### config.mk
export PLATFORM = sky130hd
export DESIGN_NAME = kp_kernel_sched
export DESIGN_NICKNAME = d
export VERILOG_FILES = /design/src/rtl/kp_sched_pkg.sv /design/src/rtl/kp_sync_fifo.sv /design/src/rtl/kp_kernel_sched.sv
export SDC_FILE = /design/constraint.sdc
export NUM_CORES = 1
export LEC_CHECK = 0
export CAP_MARGIN = 10
export CORE_ASPECT_RATIO = 0.8
export CORE_MARGIN = 5
export CORE_UTILIZATION = 55
export CTS_CLUSTER_DIAMETER = 30
export DETAILED_ROUTE_END_ITERATION = 10
export MAX_ROUTING_LAYER = met4
export PLACE_DENSITY_LB_ADDON = 0.2
export SYNTH_ARGS = -nofsm -noshare
export SYNTH_HDL_FRONTEND = slang
export SYNTH_SLANG_ARGS = --single-unit
### constraint.sdc
create_clock -name i_clk -period 7.4 [get_ports i_clk]
set_clock_uncertainty 0.2 [all_clocks]
set_input_delay 0.74 -clock i_clk [delete_from_list [all_inputs] [get_ports i_clk]]
set_output_delay 0.74 -clock i_clk [all_outputs]
set_load 0.02 [all_outputs]
### src/rtl/kp_sched_pkg.sv
// -----------------------------------------------------------------------------
// kp_sched_pkg
//   Shared types and helpers for the kernel frame scheduler (kp_kernel_sched)
//   and its source FIFO (kp_sync_fifo).
//
//   sched_state_t  : scheduler FSM states
//   pixel_t        : default-width pixel word
//   frame_pixels() : number of pixels in one frame
// -----------------------------------------------------------------------------
package kp_sched_pkg;

    typedef enum logic [1:0] {
        IDLE   = 2'd0,
        STREAM = 2'd1,
        FLUSH  = 2'd2,
        DONE   = 2'd3
    } sched_state_t;

    localparam int PIXEL_WIDTH = 16;
    typedef logic [PIXEL_WIDTH-1:0] pixel_t;

    function automatic int frame_pixels(input int line_length, input int line_count);
        return line_length * line_count;
    endfunction

endpackage

### src/rtl/kp_sync_fifo.sv
// -----------------------------------------------------------------------------
// kp_sync_fifo
//   Single-clock FIFO for the scheduler's source skid buffer. The head entry is
//   presented on o_data whenever o_empty is low; a push into an empty FIFO only
//   becomes visible the following cycle (no fall-through).
//
//   Ports:
//     i_clk, i_rstn : clock, asynchronous active-low reset
//     i_clr         : synchronous clear (drops all entries)
//     i_push/i_data : write one entry (ignored when full)
//     i_pop         : retire the head entry (ignored when empty)
//     o_data        : head entry
//     o_full/o_empty: occupancy flags
// -----------------------------------------------------------------------------
module kp_sync_fifo #(
    parameter int DEPTH = 8,
    parameter int WIDTH = 16
) (
    input  logic             i_clk,
    input  logic             i_rstn,
    input  logic             i_clr,
    input  logic             i_push,
    input  logic [WIDTH-1:0] i_data,
    input  logic             i_pop,
    output logic [WIDTH-1:0] o_data,
    output logic             o_full,
    output logic             o_empty
);

    localparam int AW = $clog2(DEPTH);

    logic [WIDTH-1:0] mem [DEPTH];
    // Pointers carry one extra wrap bit so full and empty are distinguishable.
    logic [AW:0]      wr_ptr;
    logic [AW:0]      rd_ptr;
    logic             push_ok;
    logic             pop_ok;

    assign o_empty = (wr_ptr == rd_ptr);
    assign o_full  = (wr_ptr[AW] != rd_ptr[AW]) && (wr_ptr[AW-1:0] == rd_ptr[AW-1:0]);
    assign push_ok = i_push && !o_full;
    assign pop_ok  = i_pop && !o_empty;
    assign o_data  = mem[rd_ptr[AW-1:0]];

    // NOTE: storage has no reset; the pointers alone define which entries are valid.
    always_ff @(posedge i_clk) begin
        if (push_ok) begin
            mem[wr_ptr[AW-1:0]] <= i_data;
        end
    end

    // NOTE: sequential state uses non-blocking assignments so every flop samples
    // pre-edge values regardless of statement order.
    always_ff @(posedge i_clk or negedge i_rstn) begin
        if (!i_rstn) begin
            wr_ptr <= '0;
            rd_ptr <= '0;
        end else if (i_clr) begin
            wr_ptr <= '0;
            rd_ptr <= '0;
        end else begin
            if (push_ok) wr_ptr <= wr_ptr + (AW+1)'(1);
            if (pop_ok)  rd_ptr <= rd_ptr + (AW+1)'(1);
        end
    end

endmodule

### src/rtl/kp_kernel_sched.sv
// -----------------------------------------------------------------------------
// kp_kernel_sched
//   Frame-level scheduler for the 3x3 kernel line-buffer controller. Buffers
//   source pixels, answers kernel-controller pixel requests one cycle after
//   they can be served, repeats the last pixel for one extra line so the final
//   window row drains, and tags window outputs with frame coordinates.
//
//   Ports:
//     i_clk, i_rstn          : clock, asynchronous active-low reset
//     i_start                : one-cycle frame start (only honoured in IDLE)
//     i_src_data/valid,
//     o_src_ready            : upstream pixel ready/valid
//     i_kc_req               : kernel controller pixel request
//     o_kc_data/o_kc_valid   : registered pixel response
//     i_kc_win_valid         : kernel controller window valid
//     o_col/o_row            : coordinates of the current window
//     o_sof/o_eol/o_eof      : window markers, combinational with i_kc_win_valid
//     o_busy                 : scheduler not IDLE
//     o_frame_done           : one-cycle pulse after the last window
//     o_stall_cnt            : cycles in STREAM with requests waiting on an
//                              empty FIFO; only counted when KP_SCHED_STATS_EN
//                              is defined, otherwise tied to zero
// -----------------------------------------------------------------------------
module kp_kernel_sched
    import kp_sched_pkg::*;
#(
    parameter int LINE_LENGTH = 480,
    parameter int LINE_COUNT  = 480,
    parameter int DATA_WIDTH  = 16,
    parameter int FIFO_DEPTH  = 8
) (
    input  logic                           i_clk,
    input  logic                           i_rstn,
    input  logic                           i_start,
    input  logic [DATA_WIDTH-1:0]          i_src_data,
    input  logic                           i_src_valid,
    output logic                           o_src_ready,
    input  logic                           i_kc_req,
    output logic [DATA_WIDTH-1:0]          o_kc_data,
    output logic                           o_kc_valid,
    input  logic                           i_kc_win_valid,
    output logic [$clog2(LINE_LENGTH)-1:0] o_col,
    output logic [$clog2(LINE_COUNT)-1:0]  o_row,
    output logic                           o_sof,
    output logic                           o_eol,
    output logic                           o_eof,
    output logic                           o_busy,
    output logic                           o_frame_done,
    output logic [31:0]                    o_stall_cnt
);

    localparam int FRAME   = frame_pixels(LINE_LENGTH, LINE_COUNT);
    localparam int IN_W    = $clog2(FRAME + 1);
    localparam int PEND_W  = $clog2(FIFO_DEPTH + 1);
    localparam int FLUSH_W = $clog2(LINE_LENGTH + 1);
    localparam int COL_W   = $clog2(LINE_LENGTH);
    localparam int ROW_W   = $clog2(LINE_COUNT);

    localparam logic [IN_W-1:0]    FRAME_CNT = IN_W'(FRAME);
    localparam logic [PEND_W-1:0]  PEND_MAX  = PEND_W'(FIFO_DEPTH);
    localparam logic [FLUSH_W-1:0] FLUSH_MAX = FLUSH_W'(LINE_LENGTH);
    localparam logic [COL_W-1:0]   COL_LAST  = COL_W'(LINE_LENGTH - 1);
    localparam logic [ROW_W-1:0]   ROW_LAST  = ROW_W'(LINE_COUNT - 1);

    sched_state_t          state, state_nxt;
    logic [IN_W-1:0]       in_cnt;
    logic [PEND_W-1:0]     pending;
    logic [FLUSH_W-1:0]    flush_cnt;
    logic [COL_W-1:0]      out_col;
    logic [ROW_W-1:0]      out_row;
    logic [DATA_WIDTH-1:0] last_pix;
    logic [DATA_WIDTH-1:0] kc_data;
    logic                  kc_valid;

    logic                  fifo_full, fifo_empty;
    logic [DATA_WIDTH-1:0] fifo_rd_data;

    logic frame_start, src_ready, push, req_live, want;
    logic serve_stream, serve_flush, serve, win_live, sof, eol, eof;

    kp_sync_fifo #(
        .DEPTH (FIFO_DEPTH),
        .WIDTH (DATA_WIDTH)
    ) u_fifo (
        .i_clk   (i_clk),
        .i_rstn  (i_rstn),
        .i_clr   (frame_start),
        .i_push  (push),
        .i_data  (i_src_data),
        .i_pop   (serve_stream),
        .o_data  (fifo_rd_data),
        .o_full  (fifo_full),
        .o_empty (fifo_empty)
    );

    // NOTE: every always_comb output gets a default first so no path infers a latch.
    always_comb begin
        frame_start  = (state == IDLE) && i_start;
        src_ready    = (state == STREAM) && !fifo_full && (in_cnt < FRAME_CNT);
        push         = i_src_valid && src_ready;
        // Once a full flush line has been served, further requests are dropped.
        req_live     = i_kc_req && ((state == STREAM) ||
                                    ((state == FLUSH) && (flush_cnt < FLUSH_MAX)));
        // A request arriving this cycle is served immediately if data is there.
        want         = (pending != '0) || req_live;
        serve_stream = (state == STREAM) && want && !fifo_empty;
        serve_flush  = (state == FLUSH) && want && (flush_cnt < FLUSH_MAX);
        serve        = serve_stream || serve_flush;
        win_live     = i_kc_win_valid && ((state == STREAM) || (state == FLUSH));
        sof          = win_live && (out_col == '0) && (out_row == '0);
        eol          = win_live && (out_col == COL_LAST);
        eof          = eol && (out_row == ROW_LAST);

        state_nxt = state;
        unique case (state)
            IDLE:    if (i_start) state_nxt = STREAM;
            STREAM:  if (eof) state_nxt = DONE;
                     else if ((in_cnt == FRAME_CNT) && fifo_empty) state_nxt = FLUSH;
            FLUSH:   if (eof) state_nxt = DONE;
            DONE:    state_nxt = IDLE;
            default: state_nxt = IDLE;
        endcase
    end

    always_ff @(posedge i_clk or negedge i_rstn) begin
        if (!i_rstn) state <= IDLE;
        else         state <= state_nxt;
    end

    always_ff @(posedge i_clk or negedge i_rstn) begin
        if (!i_rstn) begin
            in_cnt    <= '0;
            pending   <= '0;
            flush_cnt <= '0;
            out_col   <= '0;
            out_row   <= '0;
            last_pix  <= '0;
            kc_data   <= '0;
            kc_valid  <= 1'b0;
        end else begin
            kc_valid <= serve;
            if (serve) kc_data <= serve_flush ? last_pix : fifo_rd_data;

            if (frame_start) begin
                in_cnt    <= '0;
                pending   <= '0;
                flush_cnt <= '0;
                out_col   <= '0;
                out_row   <= '0;
            end else begin
                if (push) begin
                    in_cnt   <= in_cnt + IN_W'(1);
                    last_pix <= i_src_data;
                end
                if (serve_flush) flush_cnt <= flush_cnt + FLUSH_W'(1);

                if ((state == FLUSH) && (flush_cnt == FLUSH_MAX)) begin
                    pending <= '0;
                end else if (req_live && !serve) begin
                    if (pending != PEND_MAX) pending <= pending + PEND_W'(1);
                end else if (!req_live && serve) begin
                    pending <= pending - PEND_W'(1);
                end

                if (win_live) begin
                    if (out_col == COL_LAST) begin
                        out_col <= '0;
                        out_row <= (out_row == ROW_LAST) ? '0 : out_row + ROW_W'(1);
                    end else begin
                        out_col <= out_col + COL_W'(1);
                    end
                end
            end
        end
    end

`ifdef KP_SCHED_STATS_EN
    logic [31:0] stall_cnt;

    always_ff @(posedge i_clk or negedge i_rstn) begin
        if (!i_rstn) begin
            stall_cnt <= '0;
        end else if (frame_start) begin
            stall_cnt <= '0;
        end else if ((state == STREAM) && (pending != '0) && fifo_empty &&
                     (stall_cnt != 32'hFFFF_FFFF)) begin
            stall_cnt <= stall_cnt + 32'd1;
        end
    end

    assign o_stall_cnt = stall_cnt;
`else
    assign o_stall_cnt = '0;
`endif

    assign o_src_ready  = src_ready;
    assign o_kc_data    = kc_data;
    assign o_kc_valid   = kc_valid;
    assign o_col        = out_col;
    assign o_row        = out_row;
    assign o_sof        = sof;
    assign o_eol        = eol;
    assign o_eof        = eof;
    assign o_busy       = (state != IDLE);
    assign o_frame_done = (state == DONE);

endmodule

==> results of run 1 <==
## flip-flops by register name, indices dropped and copies added, names as in the netlist, 9 cells and up
| name | count |
|---|---|
| u_fifo.mem | 128 |
| in_cnt | 18 |
| last_pix | 16 |
| o_kc_data | 16 |
| flush_cnt | 9 |
| o_col | 9 |
| o_row | 9 |
## worst register-to-register path, cell delays in order (launching register included)
cell and delay [ns]:
dfrtp_1 1.00, xor2_1 0.23, or4b_1 0.65, o311a_1 0.16
buf_4 0.27, nor2_1 0.19, ha_1 0.25, inv_1 0.11
ha_1 0.29, a21o_1 0.17, a21oi_1 0.19, xnor2_1 0.19
a21oi_1 0.10, a311oi_1 0.24
## power breakdown
group	leakage, nW	internal (mW)	switching [mW]
logic	1.63	0.566	0.707
registers	2.36	1.48	0.137
clock network	0.633	1.14	0.574
## worst max path at each step
stage                                  end  slack [ns]  depth (start not counted)
after floorplan           u_fifo.mem[2][0]        3.53                          5
after global routing            pending[3]        2.79                         13
final                          o_src_ready        3.03                          4
after global placement          pending[3]        3.25                         13
after CTS                      o_src_ready        3.00                          4
after detailed placement        pending[3]        3.04                         13
## stage by stage
stage | hold WS (ns) | util | cell area (µm²) | worst slack [ns]
after CTS | 0.0538 | 0.671 | 12100 | 3.00
after detailed placement | 0.265 | 0.599 | 10800 | 3.04
final | 0.0383 | 0.671 | 12100 | 3.03
after floorplan | 0.244 | - | 10100 | 3.53
after global routing | 0.0845 | 0.671 | 12100 | 2.79
after global placement | 0.259 | 0.599 | 10800 | 3.25
## routing by layer
| metal | track usage | vias up | wire length (µm) |
|---|---|---|---|
| li1 | - | 2874 | - |
| met1 | 0.285 | 3190 | 9420 |
| met2 | 0.348 | 239 | 10300 |
| met3 | 0.0379 | 30 | 1360 |
| met4 | 0.0632 | 0 | 294 |
| met5 | - | - | 0 |
## logic make-up after synthesis
kind of cell | count (synthesis)
other | 1
DFF | 220
AOI/OAI and AO/OA | 89
adders and majority gates | 19
and+or+nand+nor | 215
xor gates and xnor gates | 27
muxes | 83
buffers and inverters | 90
## cell usage after synthesis (all sizes together), types with 3 or more instances
cell type,instances,area share
mux2,32,0.036
nor2,49,0.018
and3,9,0.0056
o311a,3,0.0030
a31o,6,0.0052
nor3,14,0.0080
xnor2,18,0.016
buf,47,0.032
inv,24,0.0090
nand2,66,0.025
nor2b,3,0.0019
o21ai,32,0.016
edfxtp,128,0.38
mux2i,19,0.019
o31ai,5,0.0037
clkbuf,19,0.0072
mux4,32,0.072
xor2,9,0.0079
or2,4,0.0025
ha,18,0.022
a21oi,23,0.011
nor4b,3,0.0026
or4,7,0.0056
nand3,21,0.010
nand4,14,0.0087
dfrtp,92,0.23
or3,8,0.0055
nor4,8,0.0056
## final cells by class
class / instances / share of cell area
clock buffers: 54 / 0.0937
clock inverters: 16 / 0.0136
well taps: 230 / 0.0238
inverters: 24 / 0.00744
multi-input cells: 465 / 0.294
flip-flops and latches: 220 / 0.508
repair buffers: 76 / 0.0597
==> flow_summary.ini, run 1 <==
[power_and_ir_drop]
peakVddDrop_uv = 242
power_density_nw_per_um2 = 380
p_leak_nw = 4.62
power.total_mw = 4.61

[setup_path]
crit_chain = xor2_1 > o41ai_2 > nor2_1 > clkdlybuf4s50_1
rrSetupSlack_ns = 3.05
r2r-start = u_fifo.rd_ptr[2]
crit_arrival_ns = 3.43
cpPeakStageDelay_ns = 1.00
endpoint_kind = output port
path_class = flip-flop to output port
path_buf_inv = 1
reg2reg_depth = 13
crit_fanout = 20
cp.required_ns = 6.46
crit_slowest_cell = dfrtp_1
crit_family = flip-flops
startpoint = u_fifo.rd_ptr[2]
start_kind = flip-flop
worst_r2r_endpoint = pending[3]

[synthesis]
yosys.area_share.simple = 0.107
yosys.cell_types.count = 64
synthArstFlopShare = 0.418
ys_seq_area_frac = 0.613
avgSynthCellArea_um2 = 13.5
ys.flop_type = edfxtp_1
yosysWarnings = 0
synth_xor_area_frac = 0.0236
synthCells = 744
syn-cell-area_um2 = 10000
synth_seq_cells = 220
synth-edff-count = 128
synth_top_family_by_area = multiplexers
synthAdderAreaFrac = 0.0244
synth_compound_area_frac = 0.0569
synth_mux_area_frac = 0.127

[route]
drtIter0Drc = 672
drc = 0
drtPass1Iterations = 5
vias_per_cell = 5.84
routedWlPerCell_um = 19.7
dr_total_vias = 6333
drt_wl_total_um = 21400
ant_nets = 0

[cells_and_area]
antennaDiodeCount = 0
regArea_um2 = 6150
layout_common_cells = edfxtp_1, dfrtp_1, nand2_1, clkdlybuf4s50_1, nor2_1
nets = 866
stdcell_count = 1085
syn_to_final_growth_pct = 20.7
nFillCells = 1213
multiInputGateArea_um2 = 3560
drive_gt1_frac = 0.181
final_common_cell = edfxtp_1

[grt]
grt_pass1_wl_um = 34300
grtUsageTotal = 0.215
grt_pass1_vias = 6480
antenna_found_initial = 0
grt_start_max_net_pins = 51
grt-ovfl-total = 0

[run_status]
status = complete, no violations

[clock_tree]
cts_tree = done
cts_buffer_depth = 3
cts.sinks = 220
h-tree-depth = 2
ctsHoldBuffers = 0
cts_resized = 0
postCtsSetupRepairBufs = 0
clk_pin_slew_ns = 0.05
clkLatencyLatePin_ns = 0.50
root_buffer = clkbuf_16
cts-buffers-inserted = 38

[sta]
slew-limit-headroom = 0.318
setup_viol = 0
fmax_mhz = 229
fin_crit_sh = 0.591
setup_tns_ns = 0
period_needed_ns = 4.37
rsz0062_at_grt = false
worst-slew-pin-transition_ns = 1.01
hold_viol_final = 0
slew_viol_final = 0

[die]
die_x_um = 161
die_h_um = 131
die_area_um2 = 21100
num_io_pins = 95
rows = 44
initial_core_util = 0.556
core_area_um2 = 18100

[placed_design]
dp_hpwl_um = 13000
gp_congestion = 0.923
io_buffers = 62
dpl.cell_count = 1015

[min_path]
hold_path_class = primary input to async pin

[job]
maxCapViolCount = 0
(Power assumes the default switching activity.)
==> run 2, diff against run 1 <==
Settings changed: CORE_UTILIZATION 55 to 52.
Clock period 7.4 ns to 3.71 ns, I/O delays scaled along.
==> flow_summary.ini, run 2 (synthesis gave the netlist of run 1 again) <==
[clock_tree]
cts.sinks = 220
cts-buffers-inserted = 39
postCtsSetupRepairBufs = 0
h-tree-depth = 2
clkLatencyLatePin_ns = 0.50
cts_buffer_depth = 3
cts_tree = done
clk_pin_slew_ns = 0.05
root_buffer = clkbuf_16

[sta]
setup_viol = 0
slew-limit-headroom = 0.259
period_needed_ns = 3.50
fin_crit_sh = 0.943
hold_viol_final = 0
rsz0062_at_grt = false
setup_tns_ns = 0
fmax_mhz = 286
slew_viol_final = 0
worst-slew-pin-transition_ns = 1.10
whs_ns = 0.261

[die]
num_io_pins = 95
core_area_um2 = 19000
die_h_um = 134
die_x_um = 165
die_area_um2 = 22200
rows = 45
initial_core_util = 0.529

[cells_and_area]
layout_common_cells = edfxtp_1, dfrtp_1, nand2_1, clkdlybuf4s50_1, nor2_1
stdcell_count = 1124
antennaDiodeCount = 0
final_common_cell = edfxtp_1
nets = 876
largest_register_ff_count = 128
syn_to_final_growth_pct = 21.9
drive_gt1_frac = 0.189

[route]
routedWlPerCell_um = 19.3
drtPass1Iterations = 5
drc = 0
drtIter0Drc = 396
vias_per_cell = 5.65
ant_nets = 0
drt_wl_total_um = 21700
dr_total_vias = 6355

[setup_path]
startpoint = state[0]
cp.required_ns = 3.14
r2r-start = u_fifo.rd_ptr[3]
worst_r2r_endpoint = pending[3]
crit_fanout = 8
endpoint_kind = output port
start_kind = flip-flop
endpoint = o_eol
reg2reg_depth = 12
path_class = flip-flop to output port
crit_arrival_ns = 2.93
rrSetupSlack_ns = 0.34

[placed_design]
gp_congestion = 0.859
io_buffers = 62
dpl.cell_count = 1051
dp_hpwl_um = 13200

[power_and_ir_drop]
power_density_nw_per_um2 = 759
peakVddDrop_uv = 421
power.total_mw = 9.28
p_leak_nw = 4.68

[grt]
grt_pass1_wl_um = 34900
grt_start_max_net_pins = 54
antenna_found_initial = 0
grtUsageTotal = 0.206
grt-ovfl-total = 0
grt_pass1_vias = 6414

[run_status]
status = complete, no violations

[min_path]
hold_path_class = primary input to async pin

[job]
maxCapViolCount = 0
-- run 2: cell count changes in the layout (fill, tap and decap cells not counted), sizes merged --
cell           previous run  this run
clkdlybuf4s50            61        60
dlygate4sd3               0         1
inv                      27        28
clkinv                    9        13
clkbuf                   54        50
bufinv                    2         4
dlymetal6s2s              0         1
clkinvlp                  2         1
buf                      15        23
-- run 2: where the power goes --
part | leakage, nW | internal [mW] | switching (mW) | total [mW]
clock | 0.630 | 2.28 | 1.18 | 3.46
sequential | 2.36 | 2.95 | 0.223 | 3.17
combinational | 1.70 | 1.17 | 1.48 | 2.65
total | 4.68 | 6.40 | 2.88 | 9.28
-- run 2: metal layers --
metal,up-vias,share of wire,GRT usage
met5,-,0,-
met1,3217,0.45,0.291
met3,42,0.059,0.0375
li1,2898,-,-
met2,198,0.48,0.317
met4,0,0.017,0.0476
-- run 2: how the worst min path moves through the flow --
stage                              end  slack, ns  depth (start not counted)
after floorplan           flush_cnt[0]      -0.12                          0
after global placement    o_kc_data[4]       0.26                          2
after detailed placement    in_cnt[16]       0.27                          1
after CTS                 o_kc_data[3]       0.28                          2
after global routing      o_kc_data[7]       0.30                          2
final                       in_cnt[16]       0.26                          2
-- run 2: through the flow --
stage	area (µm²)	setup slack [ns]	util
2_1_floorplan	10200	0.0408	-
3_3_place_gp	10900	0.500	0.576
3_5_place_dp	10900	0.333	0.576
4_1_cts	12200	0.0321	0.644
5_1_grt	12200	0.114	0.644
6_report	12200	0.213	0.644
-- run 2: repair_timing --
action | in CTS | in global routing
endpoints found under the hold margin | 51 | 0
endpoints found under the setup margin | 1 | 1
hold buffers | 1 | 0
gates resized for setup | 1 | 2
-- run 2: worst max-delay path: stages, from the launching register on --
cell	delay, ns
dfrtp_1	0.45
inv_1	0.13
ha_1	0.38
nand2_1	0.13
or4_4	0.55
inv_2	0.15
clkdlybuf4s50_1	0.63
-- run 2: cell type report --
type | instances | area (µm²)
Fill cell | 1382 | 6750
Sequential cell | 220 | 6150
Multi-Input combinational cell | 465 | 3580
Clock buffer | 50 | 1050
Timing Repair Buffer | 85 | 796
Tap cell | 258 | 323
Clock inverter | 22 | 238
Inverter | 24 | 90.1
==> run 3, diff against run 2 <==
Settings changed: CTS_CLUSTER_DIAMETER 30 to 120, SKIP_CTS_REPAIR_TIMING set to 1.
==> flow_summary.ini, run 3 (synthesis gave the netlist of run 1 again) <==
[die]
num_io_pins = 95
die_x_um = 165
core_area_um2 = 19000
die_h_um = 134
initial_core_util = 0.529
rows = 45
die_area_um2 = 22200

[cells_and_area]
final_common_cell = edfxtp_1
nFillCells = 1455
antennaDiodeCount = 0
drive_gt1_frac = 0.166
nets = 860
layout_common_cells = edfxtp_1, dfrtp_1, nand2_1, clkdlybuf4s50_1, nor2_1
syn_to_final_growth_pct = 16.4
largest_register_ff_count = 128

[route]
drtIter0Drc = 413
dr_total_vias = 6234
ant_nets = 0
vias_per_cell = 5.70
wl_met2_um = 10000
drc = 0
drt_wl_total_um = 21100
dr_wl_met3_um = 1150
drtPass1Iterations = 5
m1WireLength_um = 9560
top_layer_used = met4
routedWlPerCell_um = 19.3

[placed_design]
pre_cts_ws_ns = 0.333
io_buffers = 62
dp_hpwl_um = 13200
gp_congestion = 0.859

[grt]
antenna_found_initial = 0
grt_start_max_net_pins = 54
grt_pass1_vias = 6230
grtUsageTotal = 0.201
grt_pass1_wl_um = 34100
grt-ovfl-total = 0

[setup_path]
path_buf_inv = 3
endpoint_kind = output port
crit_chain = inv_1 > ha_1 > nand2_1 > or4_4 > inv_2 > clkdlybuf4s50_1
cpPeakStageDelay_ns = 0.63
cp.required_ns = 3.14
start_kind = flip-flop
crit_slowest_cell = clkdlybuf4s50_1
crit_fanout = 8
path_class = flip-flop to output port
crit_family = buffers and inverters
crit_arrival_ns = 2.92

[sta]
rsz0062_at_grt = false
worst-slew-pin-transition_ns = 1.13
fmax_mhz = 287
slew-limit-headroom = 0.242
hold_viol_final = 0
whs_ns = 0.256
fin_crit_sh = 0.940
setup_viol = 0
slew_viol_final = 0
fin_ws_ns = 0.223
setup_tns_ns = 0
period_needed_ns = 3.49

[clock_tree]
root_buffer = clkbuf_16
clk_pin_slew_ns = 0.06
cts-buffers-inserted = 23
h-tree-depth = 1
clkLatencyLatePin_ns = 0.50
cts_buffer_depth = 3
cts_tree = done
cts.sinks = 220

[power_and_ir_drop]
peakVddDrop_uv = 353
power_density_nw_per_um2 = 687
p_leak_nw = 4.41

[min_path]
hold_path_class = primary input to async pin

[run_status]
status = complete, no violations

[job]
maxCapViolCount = 0
## run 3: worst reg2reg max path: stages, from the launching register on
cell and delay (ns):
dfrtp_1 0.40, xnor2_1 0.29, or4b_1 0.56, o311a_1 0.18
nor2_1 0.13, ha_1 0.23, inv_1 0.10, ha_1 0.29
a21o_1 0.19, a21oi_1 0.18, xnor2_1 0.17, a21oi_1 0.11
a311oi_1 0.24
## run 3: layer usage
| metal | up-vias | GRT usage |
|---|---|---|
| met1 | 3168 | 0.287 |
| met5 | - | - |
| li1 | 2847 | - |
| met3 | 35 | 0.0307 |
| met2 | 184 | 0.313 |
| met4 | 0 | 0.0399 |
## run 3: power by group
| part | total, mW | leakage (nW) | internal, mW | switching, mW |
|---|---|---|---|---|
| Combinational | 2.64 | 1.70 | 1.16 | 1.47 |
| Sequential | 3.16 | 2.36 | 2.94 | 0.218 |
| Clock | 2.22 | 0.360 | 1.32 | 0.901 |
## run 3: final cells by class
| type | instances | area [µm²] | share of cell area |
|---|---|---|---|
| sequential | 220 | 6150 | 0.527 |
| multi-input combinational | 465 | 3580 | 0.307 |
| timing repair buffer | 85 | 796 | 0.0682 |
| clock buffer | 29 | 618 | 0.0530 |
| tap | 258 | 323 | 0.0277 |
| clock inverter | 12 | 113 | 0.00965 |
| inverter | 24 | 90.1 | 0.00772 |
## run 3: path summary, 6_finish.rpt
check | start | end | slack, ns | depth (start not counted)
setup / recovery | state[0] | o_eol | 0.22 | 6
hold / removal | i_rstn | o_col[8] | 0.26 | 2
setup reg to reg | u_fifo.rd_ptr[3] | pending[3] | 0.34 | 12
hold reg to reg | last_pix[7] | o_kc_data[7] | 0.28 | 2
max in group asynchronous | i_rstn | in_cnt[2] | 2.23 | 3
min in group i_clk | last_pix[7] | o_kc_data[7] | 0.28 | 2
## run 3: metrics by stage
step / cell area (µm²) / power, mW / std cells / utilization
3_3_place_gp: 10900 / 5.73 / 1051 / 0.576
4_1_cts: 11700 / 8.10 / 1092 / 0.614
5_1_grt: 11700 / 8.47 / 1093 / 0.615
3_5_place_dp: 10900 / 5.86 / 1051 / 0.576
2_1_floorplan: 10200 / 5.02 / 775 / -
6_report: 11700 / 8.02 / 1093 / 0.615
